**config.mk**
```make
export PLATFORM = sky130hd
export DESIGN_NAME = psram_arb
export DESIGN_NICKNAME = d
export VERILOG_FILES = /design/src/rtl/psram_arb.sv
export SDC_FILE = /design/constraint.sdc
export NUM_CORES = 1
export LEC_CHECK = 0
export BUFFER_PORTS_ARGS = -buffer_cell sky130_fd_sc_hd__buf_2
export CAP_MARGIN = 25
export CORE_MARGIN = 2
export CORE_UTILIZATION = 30
export CTS_CLUSTER_SIZE = 28
export DETAILED_ROUTE_END_ITERATION = 8
export GPL_ROUTABILITY_DRIVEN = 0
export PLACE_DENSITY_LB_ADDON = 0.1
export SYNTH_ARGS = -nofsm -noshare
export SYNTH_HDL_FRONTEND = slang
export SYNTH_SLANG_ARGS = --single-unit
export TNS_END_PERCENT = 20
```
**constraint.sdc**
```tcl
create_clock -name clk -period 3.35 [get_ports clk]
set_input_delay 0.335 -clock clk [delete_from_list [all_inputs] [get_ports clk]]
set_output_delay 0.335 -clock clk [all_outputs]
set_load 0.1 [all_outputs]
```
**src/rtl/psram_arb.sv**
```systemverilog
// PSRAM arbiter: MD bus passes through combinationally; MCU accesses fill idle gaps and retry on MD contention.
// Optional PSR_ARB_BYTE_EN: honour mcu_be on MCU writes (default build: full 16-bit accesses).
module psram_arb #(
    parameter int ACC_CYC   = 4,
    parameter int GUARD_CYC = 2
) (
    input  logic        clk,
    input  logic        rst,
    input  logic        md_ce_n,
    input  logic        md_oe_n,
    input  logic [20:0] md_a,
    input  logic        mcu_req,
    input  logic        mcu_we,
    input  logic [20:0] mcu_a,
    input  logic [15:0] mcu_wd,
    input  logic [1:0]  mcu_be,
    output logic        mcu_ack,
    output logic [15:0] mcu_rd,
    output logic [20:0] psr_a,
    input  logic [15:0] psr_din,
    output logic [15:0] psr_dout,
    output logic        psr_doe,
    output logic        psr_ce_n,
    output logic        psr_oe_n,
    output logic        psr_we_n,
    output logic        psr_ub_n,
    output logic        psr_lb_n,
    output logic        md_busy
);
    typedef enum logic [2:0] {S_IDLE, S_GUARD, S_SETUP, S_STROBE, S_DONE} state_t;

    localparam logic [7:0] GUARD_LD = 8'(GUARD_CYC - 1);
    localparam logic [7:0] ACC_LD   = 8'(ACC_CYC - 1);

    state_t      state_q, state_d;
    logic [7:0]  cnt_q, cnt_d;
    logic        md_s1_q, md_act_q;
    logic        we_q, we_d;
    logic [20:0] a_q, a_d;
    logic [15:0] wd_q, wd_d;
    logic [1:0]  be_q, be_d;
    logic [15:0] rd_q, rd_d;

    // NOTE: every flop, including the latched request, is reset so psr_a and mcu_rd come up as 0.
    always_ff @(posedge clk) begin
        if (rst) begin
            state_q  <= S_IDLE;
            cnt_q    <= '0;
            md_s1_q  <= 1'b0;
            md_act_q <= 1'b0;
            we_q     <= 1'b0;
            a_q      <= '0;
            wd_q     <= '0;
            be_q     <= '0;
            rd_q     <= '0;
        end else begin
            state_q  <= state_d;
            cnt_q    <= cnt_d;
            md_s1_q  <= ~md_ce_n;
            md_act_q <= md_s1_q;
            we_q     <= we_d;
            a_q      <= a_d;
            wd_q     <= wd_d;
            be_q     <= be_d;
            rd_q     <= rd_d;
        end
    end

    // NOTE: all next-state values take their hold value first, so no latches can be inferred.
    always_comb begin
        state_d = state_q;
        cnt_d   = cnt_q;
        we_d    = we_q;
        a_d     = a_q;
        wd_d    = wd_q;
        be_d    = be_q;
        rd_d    = rd_q;
        case (state_q)
            S_IDLE: begin
                if (!md_act_q && mcu_req) begin
                    we_d    = mcu_we;
                    a_d     = mcu_a;
                    wd_d    = mcu_wd;
                    be_d    = mcu_be;
                    cnt_d   = GUARD_LD;
                    state_d = S_GUARD;
                end
            end
            S_GUARD: begin
                if (md_act_q)           cnt_d = GUARD_LD;
                else if (cnt_q == 8'd0) state_d = S_SETUP;
                else                    cnt_d = cnt_q - 8'd1;
            end
            S_SETUP: begin
                if (md_act_q) begin
                    cnt_d   = GUARD_LD;
                    state_d = S_GUARD;
                end else begin
                    cnt_d   = ACC_LD;
                    state_d = S_STROBE;
                end
            end
            S_STROBE: begin
                if (md_act_q) begin
                    cnt_d   = GUARD_LD;
                    state_d = S_GUARD;
                end else if (cnt_q == 8'd0) begin
                    if (!we_q) rd_d = psr_din;
                    state_d = S_DONE;
                end else begin
                    cnt_d = cnt_q - 8'd1;
                end
            end
            S_DONE:  state_d = S_IDLE;
            default: state_d = S_IDLE;
        endcase
    end

    logic mcu_win, wr_en;
    assign mcu_win = (state_q == S_SETUP) || (state_q == S_STROBE) || (state_q == S_DONE);

`ifdef PSR_ARB_BYTE_EN
    assign wr_en = |be_q;
`else
    logic unused_be;
    assign unused_be = ^be_q;
    assign wr_en     = 1'b1;
`endif

    always_comb begin
        psr_a    = a_q;
        psr_doe  = 1'b0;
        psr_ce_n = 1'b1;
        psr_oe_n = 1'b1;
        psr_we_n = 1'b1;
        psr_ub_n = 1'b0;
        psr_lb_n = 1'b0;
        // The synchronized MD flag aborts the window in the same cycle it is seen.
        if (mcu_win && we_q && !(md_act_q && state_q != S_DONE)) psr_doe = 1'b1;
        if (state_q == S_STROBE && !md_act_q) begin
            if (!we_q) begin
                psr_ce_n = 1'b0;
                psr_oe_n = 1'b0;
            end else if (wr_en) begin
                psr_ce_n = 1'b0;
                psr_we_n = 1'b0;
            end
        end
`ifdef PSR_ARB_BYTE_EN
        if (mcu_win && we_q) begin
            psr_ub_n = ~be_q[1];
            psr_lb_n = ~be_q[0];
        end
`endif
        // Raw chip-select wins immediately, covering the synchronizer delay.
        if (!md_ce_n) begin
            psr_a    = md_a;
            psr_doe  = 1'b0;
            psr_ce_n = 1'b0;
            psr_oe_n = md_oe_n;
            psr_we_n = 1'b1;
            psr_ub_n = 1'b0;
            psr_lb_n = 1'b0;
        end
    end

    assign psr_dout = wd_q;
    assign mcu_ack  = (state_q == S_DONE);
    assign mcu_rd   = rd_q;
    assign md_busy  = md_act_q;
endmodule

```
# After elaboration in Yosys (flattened, before gate mapping)
# Index checks and enable logic that the tools add are counted.
# word_totals
regBits,67
latch_bits,0
ram_bits,0
romBits,0
in_bits,82
output_inout_bits,61
elab_cells,62
mem_count,0
# op_classes
add_sub_neg,1
multipliers,0
n_div,0
magnitude_cmp,0
n_eq_ne,10
shift,0
muxes,23
bitwise_logic,3
reduce_logical,17
# ops
operator,n
8-bit two-way mux,3
8-bit one-hot mux with 3 select lines,1
21-bit two-way mux,1
3-bit two-way mux,5
3-bit one-hot mux with 4 select lines,1
1-bit two-way mux,10
"3-bit inequality test, second input constant",3
8-bit logical NOT,1
4-bit AND reduction,2
"8-bit by 1-bit subtractor with 8-bit output, second input constant",1
"3-bit by 2-bit equality test with 1-bit output, second input constant",2
"2-bit inequality test, second input constant",3
1-bit logical AND,5
2-bit two-way mux,2
"3-bit by 1-bit equality test with 1-bit output, second input constant",1
"3-bit equality test, second input constant",1
3-bit logical NOT,1
1-bit inverter,3
3-bit AND reduction,1
3-bit nonzero test,1
1-bit logical NOT,2
1-bit logical OR,2
2-bit AND reduction,1
2-bit OR reduction,1

# Logic depth before layout (Yosys ltp)
# logic_depth
depth_word,7
depth_mapped,8
ltp_nobuf,6

# Worst setup path after synthesis
# OpenSTA, ideal clock, no wires.
# synth_timing
path_kind,reg-to-output
startpoint,register md_act_q (netlist: md_busy)
endpoint,output psr_oe_n
t_arrival_ns,2.894
path_slack_ns,0.121
stages_incl_launch_ff,4
n_path_buf,0
cell_sequence,dfxtp_1 > nand4bb_1 > nor2_1 > a21oi_1
# synth_via
elab_chain_len,4
# synth_lines
element,line_no,source
start: declaration,37,"logic md_s1_q, md_act_q;"
start signal: assignment,60,md_act_q <= md_s1_q;
1-bit logical NOT,140,if (state_q == S_STROBE && !md_act_q) begin
1-bit logical AND,140,
1-bit two-way mux,140,
1-bit two-way mux,156,if (!md_ce_n) begin
end: declaration,24,"output logic psr_oe_n,"
# No other way between the ends.

# Worst setup path after layout
# layout_timing
startpoint,register state_q[2]
endpoint,output psr_we_n
# layout_via
elab_chain_len,4
# layout_lines
element,line_no,source
start: declaration,35,"state_t state_q, state_d;"
start signal: assignment,57,state_q <= state_d;
3-bit by 2-bit equality test with 1-bit output,140,
1-bit logical AND,140,
1-bit two-way mux,140,
1-bit two-way mux,156,
end: declaration,25,"output logic psr_we_n,"
# No other way between the ends.

==> reports/results.env <==
HOLD-WORST-SLACK_PS=211
SETUP.WORST_PATH.START_CLASS='flip-flop'
FINAL_NET_COUNT=566
SYNTH_COMMON_CELLS='sky130_fd_sc_hd__nand2_1 (112), sky130_fd_sc_hd__dfxtp_1 (67), sky130_fd_sc_hd__a21oi_1 (66)'
GRT_MAX_DEGREE=48
ROWS=35
SETUP_FIX_BUFS_POST_CTS=0
TIMING.FINAL.WS_SETUP_PS=1160
WORST_SLEW_MARGIN_REL=0.417
ROUTE.VIAS.TOTAL=2750
RESULT_OF_THE_RUN='finished clean'
CRIT_TYPE='flip-flop to output pin'
WORST_EP_ARRIVAL_TIME_PS=1860
NETLIST_TOP_CELLS_AREA='sky130_fd_sc_hd__dfxtp_1 (47%), sky130_fd_sc_hd__nand2_1 (15%), sky130_fd_sc_hd__a21oi_1 (12%)'
YS_SEQ_AREA_FRAC=0.471
WORST-ENDPOINT-REQUIRED_PS=3010
CTS_TREE='built'
FINAL_ANTENNA_DIODE_COUNT=0
SYNTHESIS.YOSYS.WARNINGS=0
POSTSYNTH.ASYNCRESETSHARE=0
FINALHOLDVIOLATIONS=0
POST_CTS_HOLD_BUFFER_COUNT=0
GRT_SETUP_UNREPAIRED='false'
FINALCRITPERIODSHARE=0.654
MAX-CLOCK-PATH-BUFFERS=2
POST_SYNTH.CELL_AREA_AVG_UM2=8.07
CP_MAX_FO=7
PLACE.DETAILED.HPWL_UM=5120
P_LEAK_nW=1.70
ROUTE.ANTENNA.REMAINING_NETS=0
DRT_FIRST_PASS_ITERS=4
CORE_AREA_UM2=9240
POWERDENSITY_nW_PER_UM2=795
NETLIST.TOP_CELL.BY_AREA='sky130_fd_sc_hd__dfxtp_1'
FINAL.SETUP_SKEW_PS=9.79
SYNTH_ENABLE_FLOP_CELLS=0
PLACE.PORT_BUFFERS=138
CLK-INSERTION-DELAY-LATE_PS=350
IO_PINS=143
GRT_ANTENNA_BEFORE_REPAIR=0
FILLERINSTANCES=991
FIRST_GLOBAL_VIAS=2511
MAX_CAP_VIOL_COUNT=0
PLACEMENT.SETUP.WORST_SLACK_PS=1230
SHARE_OF_CELLS_ABOVE_DRIVE_STRENGTH_1=0.376
NUMBER_OF_MAX_SLEW_VIOLATIONS_IN_THE_FINAL_REPORT=0
SYNTH.MOST_COMMON_CELL='sky130_fd_sc_hd__nand2_1'
CLK_PIN_SLEW_WORST_PATHS_PS=80
YS_DOMINANT_REG_CELL='sky130_fd_sc_hd__dfxtp_1'
INSTANCE_COUNT_OF_THE_MAPPED_NETLIST=353
YS_TYPES=38
GRT_OVERFLOW_TOTAL=0
MAPPEDNETLISTAREA_UM2=2850
TOTALWIRELENGTH_UM=7520
VDD_DROP_MAX_V=0.000256
HTREEDEPTH=3
CP-END-KIND='output pin'
CLOCK.FMAX_MHz=456
DIE_WIDTH_UM=101
SETUP_TOTAL_NEGATIVE_SLACK_PS=0
MULTI_INPUT_AREA_UM2=1380
WL_PER_CELL_UM=12.2
WORST_PIN_SLEW_PS=875
DRT_ITER0_DRC=97
DIE_AR_UM2=10300
GLOBAL_ROUTE_WIRE_LENGTH_BEFORE_REPAIR_UM=11700
AREA_FRACTION_OF_THE_DOMINANT_CELL_TYPE_AFTER_SYNTHESIS=0.471
FP.DIEH_UM=101
FINALSETUPVIOLATIONS=0
SYN_TO_FINAL_GROWTH_PCT=34.2
TRITONCTS_BUFFER_COUNT=9
REGAREA_UM2=1340
PERIOD_MINUS_SLACK_PS=2190
CTS-ROOT-BUF='sky130_fd_sc_hd__clkbuf_8'
GLOBALROUTETOTALUTIL=0.146
START_UTIL=0.308
POSTSYNTHREGISTERBITS=67
NUMCLOCKSINKS=67
DRT-VIAS-PER-INSTANCE=4.46
CTS_RESIZED=0
HOLD_PATH_CLASS='input port to flip-flop'
DRT_DRC_VIOLATIONS_LEFT=0
[cell type report]
type / instances / area share
Tap cell: 129 / 0.0422
Sequential cell: 67 / 0.351
Timing Repair Buffer: 141 / 0.186
Inverter: 5 / 0.00491
Multi-Input combinational cell: 258 / 0.359
Clock buffer: 10 / 0.0334
Clock inverter: 6 / 0.0232
[report_power, final]
group / switching (mW) / total, mW / internal [mW]
Sequential: 0.0870 / 1.00 / 0.917
Clock: 0.325 / 0.746 / 0.421
Combinational: 0.980 / 1.29 / 0.312
Total: 1.39 / 3.04 / 1.65
[placed cells by master (no fill, tap or decap), types with 2 or more instances in the layout]
master                       synthesis  layout
sky130_fd_sc_hd__nor2b_1             3       3
sky130_fd_sc_hd__nor2_1              9       9
sky130_fd_sc_hd__bufinv_16           0       2
sky130_fd_sc_hd__mux2_2             21      21
sky130_fd_sc_hd__or3_1               3       3
sky130_fd_sc_hd__nand2b_1            2       2
sky130_fd_sc_hd__nor3_1              5       5
sky130_fd_sc_hd__nand2_2             2       2
sky130_fd_sc_hd__conb_1              1       2
sky130_fd_sc_hd__a21o_1              2       2
sky130_fd_sc_hd__clkinvlp_4          0       2
sky130_fd_sc_hd__a21oi_1            66      66
sky130_fd_sc_hd__clkbuf_8            0       9
sky130_fd_sc_hd__o21ai_0             7       7
sky130_fd_sc_hd__buf_4               2       3
sky130_fd_sc_hd__inv_1               5       5
sky130_fd_sc_hd__o31ai_1             2       2
sky130_fd_sc_hd__buf_2               2     138
sky130_fd_sc_hd__nand3_1             3       3
sky130_fd_sc_hd__nand2_1           112     112
sky130_fd_sc_hd__ha_1                2       2
sky130_fd_sc_hd__dfxtp_1            67      67
sky130_fd_sc_hd__and2_1              3       3
[path summary, 6_finish.rpt]
kind | startpoint | end | slack, ps | depth (start not counted)
setup / recovery | state_q[2] | psr_we_n | 1160 | 3
hold / removal | mcu_a[14] | a_q[14] | 210 | 3
setup reg to reg | cnt_q[0] | mcu_rd[6] | 1250 | 6
hold reg to reg | md_s1_q | md_busy | 450 | 1
[worst max-delay path, stage by stage (launching register included)]
cell and delay (ps):
sky130_fd_sc_hd__dfxtp_1 360, sky130_fd_sc_hd__nand4bb_1 420, sky130_fd_sc_hd__or2_2 430, sky130_fd_sc_hd__buf_2 300
[per-layer routing]
metal | GRT usage | wire, um
met4 | 0.0728 | 132
met5 | 0 | 0
met2 | 0.241 | 3420
met3 | 0.0338 | 484
met1 | 0.179 | 3490
[through the flow]
step	total power, mW	utilization	cells	area (um^2)
floorplan	2.08	-	354	2850
finish	3.04	0.414	616	3830
global route	3.22	0.414	616	3830
detailed placement	2.32	0.391	600	3610
CTS	3.09	0.414	616	3830
global placement	2.32	0.391	600	3610
[registers in the layout (all words and copies together) (netlist names)]
name / flops
we_q: 1
cnt_q: 8
mcu_rd: 16
psr_dout: 16
state_q: 3
md_s1_q: 1
a_q: 21
md_busy: 1
[kinds of logic (layout without fill, tap and decap cells)]
kind of cell | Yosys count | in the layout | synth area share
AOI/OAI and AO/OA | 79 | 79 | 0.144
xor gates and xnor gates | 1 | 1 | 0.00307
adders and majority gates | 2 | 2 | 0.00878
buffers and inverters | 29 | 162 | 0.0483
DFF | 67 | 67 | 0.471
muxes | 22 | 22 | 0.0865
other | 1 | 2 | 0.00132
and+or+nand+nor | 152 | 152 | 0.237
Power figures use the tool's default switching activity.
